===== config.mk =====
export PLATFORM = sky130hd
export DESIGN_NAME = at_tx_arbiter
export DESIGN_NICKNAME = d
export VERILOG_FILES = /design/src/rtl/at_tx_arbiter_pkg.sv /design/src/rtl/at_tx_arbiter_rr_pick.sv /design/src/rtl/at_tx_arbiter.sv
export SDC_FILE = /design/constraint.sdc
export NUM_CORES = 1
export LEC_CHECK = 0
export ABC_AREA = 1
export CAP_MARGIN = 20
export CORE_MARGIN = 2
export CORE_UTILIZATION = 51
export CTS_CLUSTER_SIZE = 20
export DETAILED_ROUTE_END_ITERATION = 10
export PLACE_DENSITY = 0.75
export SYNTH_ARGS = -nofsm -noshare
export SYNTH_HDL_FRONTEND = slang
export SYNTH_SLANG_ARGS = --single-unit

===== constraint.sdc =====
create_clock -name i_clk -period 5.5 [get_ports i_clk]
set_input_delay 0.55 -clock i_clk [delete_from_list [all_inputs] [get_ports i_clk]]
set_output_delay 0.55 -clock i_clk [all_outputs]
set_load 0.02 [all_outputs]

===== src/rtl/at_tx_arbiter_pkg.sv =====
// Shared types and defaults for the AT-command UART transmit arbiter.
// Holds the FSM state enum, parameter defaults and the watchdog step helper.
package at_pkg;

  typedef enum logic [1:0] {
    ST_IDLE    = 2'd0,
    ST_GRANTED = 2'd1,
    ST_SENDING = 2'd2
  } state_e;

  localparam int NREQ_DEF = 3;
  localparam int BYTE_W   = 8;
  localparam int WD_W     = 27;

  localparam logic [WD_W-1:0] IDLE_MAX_DEF = 27'd90_000;
  localparam logic [WD_W-1:0] TX_MAX_DEF   = 27'd90_000;

  // The watchdog holds at all-ones instead of wrapping back to zero.
  function automatic logic [WD_W-1:0] wd_step(input logic [WD_W-1:0] v);
    wd_step = (v == {WD_W{1'b1}}) ? v : (v + 27'd1);
  endfunction

endpackage


===== src/rtl/at_tx_arbiter_rr_pick.sv =====
// Combinational round-robin selector: first set request searching upward
// from ptr+1, wrapping modulo NREQ.
import at_pkg::*;

module rr_pick #(
  parameter int NREQ = NREQ_DEF,
  parameter int PW   = $clog2(NREQ)
) (
  input  logic [NREQ-1:0] i_req,
  input  logic [PW-1:0]   i_ptr,
  output logic [PW-1:0]   o_sel,
  output logic            o_any
);

  int w_dist;
  int w_best;

  // Smallest rotational distance past ptr wins.
  always_comb begin
    o_sel  = '0;
    w_best = NREQ;
    w_dist = 0;
    for (int i = 0; i < NREQ; i++) begin
      w_dist = (i + (2 * NREQ) - 1 - int'(i_ptr)) % NREQ;
      if (i_req[i] && (w_dist < w_best)) begin
        w_best = w_dist;
        o_sel  = PW'(i);
      end else begin
        w_best = w_best;
      end
    end
    o_any = |i_req;
  end

endmodule


===== src/rtl/at_tx_arbiter.sv =====
// Round-robin session arbiter sharing one UART transmitter between several
// AT-command sequencers, with idle and in-flight watchdogs.
import at_pkg::*;

module at_tx_arbiter #(
  parameter int              NREQ     = NREQ_DEF,
  parameter logic [WD_W-1:0] IDLE_MAX = IDLE_MAX_DEF,
  parameter logic [WD_W-1:0] TX_MAX   = TX_MAX_DEF
) (
  input  logic                 i_clk,
  input  logic                 i_rst,
  input  logic [NREQ-1:0]      i_req,
  input  logic [NREQ-1:0]      i_byte_valid,
  input  logic [8*NREQ-1:0]    i_byte_data,
  output logic [NREQ-1:0]      o_gnt,
  output logic [NREQ-1:0]      o_byte_ack,
  output logic [NREQ-1:0]      o_byte_done,
  output logic [NREQ-1:0]      o_timeout_err,
  output logic                 o_tx_enable,
  output logic [BYTE_W-1:0]    o_tx_data,
  input  logic                 i_tx_done
);

  localparam int PW = $clog2(NREQ);

  state_e            r_state, w_state;
  logic [PW-1:0]     r_ptr, w_ptr;
  logic [WD_W-1:0]   r_wd, w_wd;
  logic [NREQ-1:0]   r_gnt, w_gnt;
  logic [NREQ-1:0]   r_byte_ack, w_byte_ack;
  logic [NREQ-1:0]   r_byte_done, w_byte_done;
  logic [NREQ-1:0]   r_timeout_err, w_timeout_err;
  logic              r_tx_enable, w_tx_enable;
  logic [BYTE_W-1:0] r_tx_data, w_tx_data;
  logic [PW-1:0]     w_sel;
  logic              w_any;

  function automatic logic [NREQ-1:0] f_onehot(input logic [PW-1:0] idx);
    f_onehot = {{(NREQ-1){1'b0}}, 1'b1} << idx;
  endfunction

  rr_pick #(.NREQ(NREQ), .PW(PW)) u_rr_pick (
    .i_req (i_req),
    .i_ptr (r_ptr),
    .o_sel (w_sel),
    .o_any (w_any)
  );

  // Next-state and next-output logic; r_ptr doubles as the current owner index.
  always_comb begin
    w_state       = r_state;
    w_ptr         = r_ptr;
    w_wd          = r_wd;
    w_gnt         = r_gnt;
    w_byte_ack    = '0;
    w_byte_done   = '0;
    w_timeout_err = '0;
    w_tx_enable   = r_tx_enable;
    w_tx_data     = r_tx_data;
    case (r_state)
      ST_IDLE: begin
        w_gnt = '0;
        if (w_any) begin
          w_gnt   = f_onehot(w_sel);
          w_ptr   = w_sel;
          w_wd    = '0;
          w_state = ST_GRANTED;
        end else begin
          w_state = ST_IDLE;
        end
      end
      ST_GRANTED: begin
        if (!i_req[r_ptr]) begin
          w_gnt   = '0;
          w_state = ST_IDLE;
        end else if (i_byte_valid[r_ptr]) begin
          w_tx_data   = i_byte_data[{r_ptr, 3'b000} +: BYTE_W];
          w_tx_enable = 1'b1;
          w_byte_ack  = f_onehot(r_ptr);
          w_wd        = '0;
          w_state     = ST_SENDING;
        end else if (r_wd == (IDLE_MAX - 27'd1)) begin
          w_timeout_err = f_onehot(r_ptr);
          w_gnt         = '0;
          w_state       = ST_IDLE;
        end else begin
          w_wd = wd_step(r_wd);
        end
      end
      ST_SENDING: begin
        // A request drop is only acted on once the byte has finished.
        if (i_tx_done) begin
          w_tx_enable = 1'b0;
          w_byte_done = f_onehot(r_ptr);
          w_wd        = '0;
          w_state     = ST_GRANTED;
        end else if (r_wd == (TX_MAX - 27'd1)) begin
          w_tx_enable   = 1'b0;
          w_timeout_err = f_onehot(r_ptr);
          w_state       = ST_GRANTED;
        end else begin
          w_wd = wd_step(r_wd);
        end
      end
      default: begin
        w_state     = ST_IDLE;
        w_gnt       = '0;
        w_tx_enable = 1'b0;
      end
    endcase
  end

  // State, pointer, watchdog and output registers.
  always_ff @(posedge i_clk or posedge i_rst) begin
    if (i_rst) begin
      r_state       <= ST_IDLE;
      r_ptr         <= PW'(NREQ - 1);
      r_wd          <= '0;
      r_gnt         <= '0;
      r_byte_ack    <= '0;
      r_byte_done   <= '0;
      r_timeout_err <= '0;
      r_tx_enable   <= 1'b0;
      r_tx_data     <= 8'h00;
    end else begin
      r_state       <= w_state;
      r_ptr         <= w_ptr;
      r_wd          <= w_wd;
      r_gnt         <= w_gnt;
      r_byte_ack    <= w_byte_ack;
      r_byte_done   <= w_byte_done;
      r_timeout_err <= w_timeout_err;
      r_tx_enable   <= w_tx_enable;
      r_tx_data     <= w_tx_data;
    end
  end

  assign o_gnt         = r_gnt;
  assign o_byte_ack    = r_byte_ack;
  assign o_byte_done   = r_byte_done;
  assign o_timeout_err = r_timeout_err;
  assign o_tx_enable   = r_tx_enable;
  assign o_tx_data     = r_tx_data;

endmodule


==> results.py, run 1 <==
metrics = {
    "global_route": {
        "grt_usage": 0.2303,
        "gr-total-overflow": 0,
        "antenna_found_initial": 0,
        "grt_max_degree": 53,
        "grt_pass1_wl_um": 15780,
        "grt_pass1_vias": 3474,
    },
    "synthesis": {
        "synth.most_common_cell": "nand2_1",
        "syn_avg_cell_area_sq_um": 7.229,
        "yosysTopAreaCell": "dfrtp_1",
        "synth_area_leaders": "dfrtp_1, ha_1, nand2_1",
        "synth_ff_type": "dfrtp_1",
        "async_flop_share": 1.000,
        "ys_ff_latch": 52,
        "syn_inst": 536,
        "synth_common_cells": "nand2_1, inv_1, nor2_1",
        "yosysSeqAreaShare": 0.3361,
        "synth_top_area_frac": 0.3294,
        "synthDistinctLibCells": 44,
        "syn_area_sq_um": 3875,
        "yosysWarnings": 0,
        "synth_edf_count": 0,
    },
    "worst_setup_path": {
        "r2r_setup_slack_ns": 0.54,
        "startpoint": "r_ptr[1]$_DFFE_PP1P_",
        "crit_path_max_incr_delay_ns": 0.56,
        "crit_type": "flip-flop to flip-flop",
        "cp.required_ns": 5.70,
        "timing.rr.end": "r_ptr[0]$_DFFE_PP0P_",
        "critical_path.most_common_cell": "nand2_1",
        "cp_num_cells": 25,
        "crit_family": "simple AND/OR/NAND/NOR gates",
        "path_max_fanout": 17,
        "cp-end-kind": "flip-flop",
        "crit_buf_inv": 3,
        "reg2reg_from": "r_ptr[1]$_DFFE_PP1P_",
        "cp_slowest_cell": "nor3_1",
        "r2r_cells": 25,
        "crit_end": "r_ptr[0]$_DFFE_PP0P_",
        "start_kind": "flip-flop",
        "arrival_ns": 5.16,
    },
    "power": {
        "swShare": 0.5034,
        "power_density_nw_per_um2": 441.7,
        "p_int_w": 0.001013,
        "switchingPower_w": 0.001027,
        "power.share.clock": 0.107,
        "peakVddDrop_mv": 0.3057,
        "p_leak_nw": 2.130,
        "combPwrFrac": 0.654,
        "seq_power_share": 0.238,
    },
    "routing": {
        "ant_nets": 0,
        "wl_per_cell_um": 13.47,
        "drcViolationCount": 0,
        "drtIter0Drc": 292,
        "drt_first_pass_iters": 5,
        "wl_um": 9296,
        "num_vias": 3657,
        "vias_per_cell": 5.300,
    },
    "cts": {
        "cts_resized": 0,
        "cts-buffers-inserted": 5,
        "clock_path_buffers": 2,
        "cts.sinks": 52,
        "cts-root-buf": "clkbuf_8",
        "clk_pin_slew_ns": 0.10,
        "postCtsSetupRepairBufs": 0,
        "clk-insertion-delay-late_ns": 0.31,
        "htreeDepth": 2,
        "cts_hold_buf": 0,
        "cts_tree": "built",
    },
    "timing": {
        "fin_setup_tns_ns": 0,
        "rsz0062_at_grt": "no",
        "period_share": 0.9017,
        "finClkSkew_ns": 0.01299,
        "finalCriticalPeriod_ns": 4.960,
        "final_max_slew_viol_count": 0,
        "max_freq_mhz": 201.6,
        "timing.final.hold_violations": 0,
        "timing.final.ws_setup_ns": 0.5404,
        "setup_violations": 0,
        "worstMarginPinSlew_ns": 0.6509,
        "slew_headroom": 0.5627,
    },
    "floorplan": {
        "num_rows": 31,
        "core_sq_um": 7292,
        "fp.dieW_um": 91.17,
        "num_io_pins": 54,
        "die_y_um": 91.17,
        "start_util": 0.5314,
        "die_area_sq_um": 8311,
    },
    "cells_and_area": {
        "final_nets": 659,
        "drive_above_1_share": 0.07107,
        "area_growth_pct": 19.18,
        "nFillCells": 679,
        "antenna_cells": 0,
    },
    "placement": {
        "io_buffers": 53,
        "hpwl_um": 7136,
        "gp_congestion": 0.8565,
        "place_ws_ns": 0.3677,
    },
    "job": {
        "drv_cap": 0,
    },
    "outcome": {
        "status": "finished, final reports clean",
    },
    "min_path": {
        "holdPathStages": 2,
        "hp-class": "flip-flop to flip-flop",
        "hold_path_startpoint": "o_tx_data[2]$_DFFE_PP0P_",
    },
}
sequential cells by signal, indices dropped and copies added (netlist names):
| register | cells |
|---|---|
| o_byte_ack | 3 |
| o_byte_done | 3 |
| o_gnt | 3 |
| o_timeout_err | 3 |
| o_tx_data | 8 |
| o_tx_enable | 1 |
| r_ptr | 2 |
| r_state | 2 |
| r_wd | 27 |
layer usage:
| layer | track usage | part of all wire | vias to the layer above |
|---|---|---|---|
| li1 | - | - | 1868 |
| met1 | 0.3171 | 0.48 | 1666 |
| met2 | 0.3753 | 0.45 | 119 |
| met3 | 0.05145 | 0.070 | 4 |
| met4 | 0.04419 | 0.0051 | 0 |
| met5 | 0 | 0 | - |
power groups by stage:
stage,Clock [W],Sequential (W),Combinational (W)
detailed placement,0,0.000493,0.00131
finish,0.000219,0.000486,0.00134
global route,0.000239,0.000495,0.00150
CTS,0.000222,0.000487,0.00132
floorplan,0,0.000544,0.000911
global placement,0,0.000491,0.00127
area by class of cell:
type | count | area (sq um) | share of cell area
multi-input combinational | 394 | 2230 | 0.4828
clock buffer | 7 | 76.32 | 0.01653
clock inverter | 1 | 8.758 | 0.001897
sequential | 52 | 1303 | 0.2820
inverter | 79 | 296.5 | 0.06421
tap | 99 | 123.9 | 0.02682
timing repair buffer | 58 | 580.6 | 0.1257
how the worst min path moves through the flow:
stage	to
after floorplan	r_wd[10]$_DFFE_PP0P_
after global placement	o_tx_data[1]$_DFFE_PP0P_
after detailed placement	o_gnt[2]$_DFFE_PP0P_
after CTS	o_tx_data[2]$_DFFE_PP0P_
after global routing	o_gnt[1]$_DFFE_PP0P_
final	o_tx_data[2]$_DFFE_PP0P_
cells by family (layout without fill, tap and decap cells):
logic type,after synthesis,count (layout),synth area share
DFF,52,52,0.3361
and+or+nand+nor,271,271,0.3277
buffers and inverters,91,145,0.08944
xor gates and xnor gates,5,5,0.01130
other,1,2,0.0009678
AOI/OAI and AO/OA,80,80,0.1182
adders and majority gates,36,36,0.1162
stage by stage:
| step | hold slack [ns] | power (W) | cells | area [sq um] | util |
|---|---|---|---|---|---|
| 4_1_cts | 0.5071 | 0.002029 | 689 | 4598 | 0.6306 |
| 3_3_place_gp | 0.4681 | 0.001764 | 681 | 4513 | 0.6189 |
| 2_1_floorplan | 0.5307 | 0.001454 | 537 | 3879 | - |
| 3_5_place_dp | 0.4719 | 0.001806 | 681 | 4513 | 0.6189 |
| 5_1_grt | 0.5309 | 0.002234 | 690 | 4618 | 0.6333 |
| 6_report | 0.5032 | 0.002040 | 690 | 4618 | 0.6333 |
worst min-delay path, stage by stage (launching register included):
cell and delay [ns]:
dfrtp_1 0.36, nand2_1 0.05, o21ai_0 0.06
placed cells by master (no fill, tap or decap), types with 6 or more instances in the layout:
cell type        count
dfrtp_1             51
o22ai_1              6
a21oi_1             31
nand2_1            100
o21ai_0             24
nand3_1             23
nor4_1               8
nor2_1              66
inv_2                6
nand3_2              6
inv_1               73
ha_1                36
nor3_1              35
clkdlybuf4s50_1     53
nand4_1              9
Note: power is estimated with default switching activity, not from simulation.
==> inputs of run 2 (changes only) <==
--- a/config.mk
+++ b/config.mk
@@ -7,7 +7,6 @@
 export LEC_CHECK = 0
 export ABC_AREA = 1
 export CAP_MARGIN = 20
-export CORE_MARGIN = 2
 export CORE_UTILIZATION = 51
 export CTS_CLUSTER_SIZE = 20
 export DETAILED_ROUTE_END_ITERATION = 10
==> constraint.sdc (replaced) <==
create_clock -name i_clk -period 5.32 [get_ports i_clk]
set_input_delay 0.532 -clock i_clk [delete_from_list [all_inputs] [get_ports i_clk]]
set_output_delay 0.532 -clock i_clk [all_outputs]
set_load 0.02 [all_outputs]
==> run 2 against run 1 <==
  * Sequential share of layout area fell by 0.25 points
  * Critical endpoint unchanged
  * Largest power group unchanged
  * Design area increased by 0.89%
  * Critical path depth did not move
  * First-iteration DRC count decreased by 16%
  * Final cell count unchanged
  * Sequential power rose by 3%
  * Utilization grew 0.57 points
==> results.py, run 2 (synthesis gave the netlist of run 1 again) <==
metrics = {
    "worst_setup_path": {
        "path_max_fanout": 17,
        "cp.required_ns": 5.52,
        "arrival_ns": 4.95,
        "cp-end-kind": "flip-flop",
        "start_kind": "flip-flop",
        "crit_type": "flip-flop to flip-flop",
    },
    "routing": {
        "vias_per_cell": 5.407,
        "ant_nets": 0,
        "drt_first_pass_iters": 5,
        "num_vias": 3731,
        "drcViolationCount": 0,
        "wl_um": 9213,
        "wl_per_cell_um": 13.35,
        "drtIter0Drc": 246,
    },
    "cts": {
        "postCtsSetupRepairBufs": 0,
        "cts-buffers-inserted": 5,
        "clk-insertion-delay-late_ns": 0.32,
        "htreeDepth": 2,
        "cts-root-buf": "clkbuf_8",
        "clk_pin_slew_ns": 0.10,
        "cts_tree": "built",
        "clock_path_buffers": 2,
        "cts.sinks": 52,
    },
    "timing": {
        "rsz0062_at_grt": "no",
        "fin_setup_tns_ns": 0,
        "worstMarginPinSlew_ns": 0.6765,
        "setup_violations": 0,
        "max_freq_mhz": 210.9,
        "timing.final.hold_violations": 0,
        "final_max_slew_viol_count": 0,
        "finalCriticalPeriod_ns": 4.743,
        "finClkSkew_ns": 0.005890,
        "slew_headroom": 0.5474,
        "period_share": 0.8915,
    },
    "floorplan": {
        "fp.dieW_um": 89.17,
        "die_y_um": 89.17,
        "start_util": 0.5314,
        "die_area_sq_um": 7950,
        "num_io_pins": 54,
        "num_rows": 31,
        "core_sq_um": 7292,
    },
    "cells_and_area": {
        "final_common_cell": "nand2_1",
        "final_cell_mix": "nand2_1, inv_1, nor2_1, clkdlybuf4s50_1, dfrtp_1",
        "largest_register": "r_wd",
        "antenna_cells": 0,
        "final_nets": 659,
        "drive_above_1_share": 0.07614,
        "largest_reg_flops": 27,
        "area_growth_pct": 20.25,
    },
    "global_route": {
        "grt_pass1_wl_um": 15550,
        "gr-total-overflow": 0,
        "grt_usage": 0.2515,
        "antenna_found_initial": 0,
        "grt_max_degree": 53,
        "grt_pass1_vias": 3416,
    },
    "power": {
        "p_leak_nw": 2.150,
        "peakVddDrop_mv": 0.3829,
        "finalPower_w": 0.002169,
        "power_density_nw_per_um2": 465.4,
    },
    "job": {
        "drv_cap": 0,
    },
    "placement": {
        "hpwl_um": 7072,
        "gp_congestion": 0.9536,
        "io_buffers": 53,
    },
    "min_path": {
        "hp-class": "input port to asynchronous set/reset pin",
    },
    "outcome": {
        "status": "finished, final reports clean",
    },
}
-- run 2: changes by cell type in the layout (fill, tap and decap cells not counted), sizes merged --
| cell | delta |
|---|---|
| bufinv | +1 |
| clkbuf | -1 |
-- run 2: worst paths after layout --
check | to | startpoint | depth (start not counted) | slack, ns
worst max-delay path | r_ptr[0]$_DFFE_PP0P_ | r_ptr[1]$_DFFE_PP1P_ | 25 | 0.58
max in group asynchronous | r_ptr[1]$_DFFE_PP1P_ | i_rst | 3 | 4.31
worst max register to register | r_ptr[0]$_DFFE_PP0P_ | r_ptr[1]$_DFFE_PP1P_ | 25 | 0.58
min in group i_clk | o_tx_data[4]$_DFFE_PP0P_ | o_tx_data[4]$_DFFE_PP0P_ | 2 | 0.50
worst min register to register | o_tx_data[4]$_DFFE_PP0P_ | o_tx_data[4]$_DFFE_PP0P_ | 2 | 0.50
worst min-delay path | r_wd[14]$_DFFE_PP0P_ | i_rst | 2 | 0.46
-- run 2: final cells by class --
| cell class | count | area [sq um] |
|---|---|---|
| flip-flops and latches | 52 | 1303 |
| clock inverters | 2 | 38.79 |
| multi-input cells | 394 | 2235 |
| clock buffers | 6 | 82.58 |
| repair buffers | 58 | 580.6 |
| fillers | 682 | 2633 |
| well taps | 99 | 123.9 |
| inverters | 79 | 296.5 |
-- run 2: through the flow --
stage	setup WS, ns	cell area, sq um	hold slack (ns)	util	std cells
3_5_place_dp	0.2130	4513	0.4772	0.6189	681
5_1_grt	0.1048	4659	0.4920	0.6390	690
2_1_floorplan	0.6737	3879	0.5307	-	537
4_1_cts	0.4342	4634	0.5025	0.6356	689
3_3_place_gp	0.5592	4513	0.4674	0.6189	681
6_report	0.5773	4659	0.4552	0.6390	690
-- run 2: power by group --
part	internal [W]	switching, W	leakage (nW)
sequential	0.000461	0.0000418	0.705
combinational	0.000491	0.000881	1.38
clock	0.000154	0.000139	0.0614
total	0.00111	0.00106	2.15
-- run 2: repair_timing --
action | 4_1_cts | 5_1_grt
resized for setup | 0 | 1
endpoints found under the setup margin | 0 | 5
hold buffers | 0 | 0
-- run 2: metal layers --
metal  track usage  vias to the layer above  routed length [um]
li1              -                     1873                   -
met1        0.3467                     1724                4344
met2        0.3963                      125                4210
met3       0.04617                        9                 552
met4       0.09091                        0                 106
met5             0                        -                   0
-- run 2: critical path, stage by stage (launching register included) --
cell      delay (ns)
dfstp_2         0.55
buf_4           0.21
ha_1            0.20
nand3_1         0.26
ha_1            0.40
nand2_1         0.11
inv_1           0.05
a21oi_1         0.12
nand2_1         0.08
a21oi_2         0.14
nand2_1         0.08
nand2_2         0.09
nand3_4         0.18
nor3_2          0.36
a21oi_1         0.08
ha_1            0.37
nand2_1         0.11
inv_1           0.07
a21oi_1         0.13
o221ai_1        0.13
a221oi_1        0.50
nand2_1         0.12
nand2_1         0.09
nand3_2         0.08
nand2_1         0.07
o21ai_1         0.06
==> inputs of run 3 (changes only) <==
--- a/config.mk
+++ b/config.mk
@@ -8,6 +8,7 @@
 export ABC_AREA = 1
 export CAP_MARGIN = 20
 export CORE_UTILIZATION = 51
+export CTS_BUF_LIST = sky130_fd_sc_hd__clkbuf_16
 export CTS_CLUSTER_SIZE = 20
 export DETAILED_ROUTE_END_ITERATION = 10
 export PLACE_DENSITY = 0.75
==> run 3 against run 2 <==
  * Sequential share of layout area down 0.27 points
  * Clock skew is 0.0013 ns lower
  * Setup slack better by 0.0028 ns
  * Combinational power is essentially flat
  * Routed wire length barely moved
  * Worst hold slack better by 0.038 ns
  * Clock power up 26%
  * Final cell count unchanged
  * Non-clock buffer count is the same
  * Highest routed layer unchanged
  * Global-route usage grew 0.12 points
  * Sequential power about the same
  * Design area grew 0.99%
==> results.py, run 3 (synthesis gave the netlist of run 1 again) <==
metrics = {
    "cells_and_area": {
        "final_area_sq_um": 4706,
        "stdcell_count": 690,
        "largest_reg_flops": 27,
        "antenna_cells": 0,
        "drive_above_1_share": 0.07445,
        "largest_register": "r_wd",
        "final_nets": 659,
        "final_cell_mix": "nand2_1, inv_1, nor2_1, clkdlybuf4s50_1, dfrtp_1",
        "final_common_cell": "nand2_1",
        "area_growth_pct": 21.44,
        "fin_util": 0.6453,
    },
    "placement": {
        "placedCellCount": 681,
        "gp_congestion": 0.9536,
        "hpwl_um": 7072,
        "postPlaceCellArea_sq_um": 4513,
        "io_buffers": 53,
    },
    "timing": {
        "period_share": 0.8910,
        "max_freq_mhz": 211.0,
        "finalCriticalPeriod_ns": 4.740,
        "slew_headroom": 0.5334,
        "worstMarginPinSlew_ns": 0.6973,
        "rsz0062_at_grt": "no",
        "final_max_slew_viol_count": 0,
        "finClkSkew_ns": 0.004601,
        "fin_setup_tns_ns": 0,
        "timing.final.hold_violations": 0,
        "setup_violations": 0,
    },
    "global_route": {
        "grt_usage": 0.2527,
        "grt_pass1_vias": 3426,
        "grt_pass1_wl_um": 15750,
        "gr-total-overflow": 0,
        "grt_max_degree": 53,
        "antenna_found_initial": 0,
    },
    "outcome": {
        "status": "finished, final reports clean",
    },
    "worst_setup_path": {
        "crit_path_max_incr_delay_ns": 0.54,
        "start_kind": "flip-flop",
        "startpoint": "r_ptr[1]$_DFFE_PP1P_",
        "critical_path.most_common_cell": "nand2_1",
        "cp_slowest_cell": "dfstp_2",
        "path_max_fanout": 17,
        "r2r_cells": 25,
        "arrival_ns": 4.91,
        "cp-end-kind": "flip-flop",
        "cp.required_ns": 5.49,
        "crit_type": "flip-flop to flip-flop",
        "reg2reg_from": "r_ptr[1]$_DFFE_PP1P_",
    },
    "floorplan": {
        "die_y_um": 89.17,
        "num_io_pins": 54,
        "num_rows": 31,
        "core_sq_um": 7292,
        "die_area_sq_um": 7950,
        "start_util": 0.5314,
        "fp.dieW_um": 89.17,
    },
    "cts": {
        "cts_tree": "built",
        "clock_path_buffers": 2,
        "cts.sinks": 52,
        "cts-root-buf": "clkbuf_16",
        "clk_pin_slew_ns": 0.07,
        "cts-buffers-inserted": 5,
        "clk-insertion-delay-late_ns": 0.29,
        "htreeDepth": 2,
        "postCtsSetupRepairBufs": 0,
    },
    "min_path": {
        "hp-class": "flip-flop to flip-flop",
        "hold_path_startpoint": "o_gnt[2]$_DFFE_PP0P_",
        "holdPathStages": 2,
    },
    "routing": {
        "vias_per_cell": 5.432,
        "wl_per_cell_um": 13.34,
        "drtIter0Drc": 214,
        "wl_um": 9205,
        "ant_nets": 0,
        "drcViolationCount": 0,
        "num_vias": 3748,
        "drt_first_pass_iters": 5,
    },
    "power": {
        "peakVddDrop_mv": 0.3808,
        "power_density_nw_per_um2": 476.0,
        "finalPower_w": 0.002240,
        "p_leak_nw": 2.170,
    },
    "job": {
        "drv_cap": 0,
    },
}
[run 3: cell count changes in the layout (fill, tap and decap cells not counted)]
cell       delta
clkbuf_8      -6
clkinv_1      +1
clkbuf_16     +5
[run 3: final timing paths]
check | endpoint | slack (ns)
setup / recovery | r_ptr[0]$_DFFE_PP0P_ | 0.58
hold / removal | o_gnt[2]$_DFFE_PP0P_ | 0.49
setup reg to reg | r_ptr[0]$_DFFE_PP0P_ | 0.58
hold reg to reg | o_gnt[2]$_DFFE_PP0P_ | 0.49
max in group asynchronous | r_ptr[1]$_DFFE_PP1P_ | 4.21
min in group asynchronous | r_wd[16]$_DFFE_PP0P_ | 0.54
[run 3: area by class of cell]
class,instances,area [sq um]
clock inverters,3,42.54
multi-input cells,394,2235
clock buffers,5,125.1
well taps,99,123.9
flip-flops and latches,52,1303
repair buffers,58,580.6
fillers,667,2586
inverters,79,296.5
[run 3: critical path: cells and delay by family (launching register included)]
family / cells / cell delay [ns]
AOI/OAI and AO/OA: 7 / 1.17
adders and majority gates: 3 / 0.97
buffers and inverters: 3 / 0.34
DFF: 1 / 0.54
and+or+nand+nor: 12 / 1.61
[run 3: routing by layer]
| metal | track usage | vias to the layer above | wire length (um) |
|---|---|---|---|
| li1 | - | 1875 | - |
| met2 | 0.4011 | 150 | 4160 |
| met5 | 0 | - | 0 |
| met1 | 0.3490 | 1708 | 4305 |
| met3 | 0.04617 | 15 | 594 |
| met4 | 0.08369 | 0 | 144 |
[run 3: through the flow]
| stage | hold WS, ns | setup slack, ns |
|---|---|---|
| after floorplan | 0.5307 | 0.6737 |
| after global placement | 0.4674 | 0.5592 |
| after detailed placement | 0.4772 | 0.2130 |
| after CTS | 0.4965 | 0.4376 |
| after global routing | 0.5125 | 0.1092 |
| final | 0.4927 | 0.5800 |
[run 3: report_power, final]
group | leakage, nW | internal [W] | switching [W]
combinational | 1.38 | 0.000491 | 0.000876
sequential | 0.705 | 0.000462 | 0.0000427
clock | 0.0814 | 0.000221 | 0.000147
[run 3: what timing repair did]
item | CTS | global route
resized for setup | 0 | 1
endpoints found under the setup margin | 0 | 5
endpoints found under the hold margin | 0 | 0
hold buffers | 0 | 0
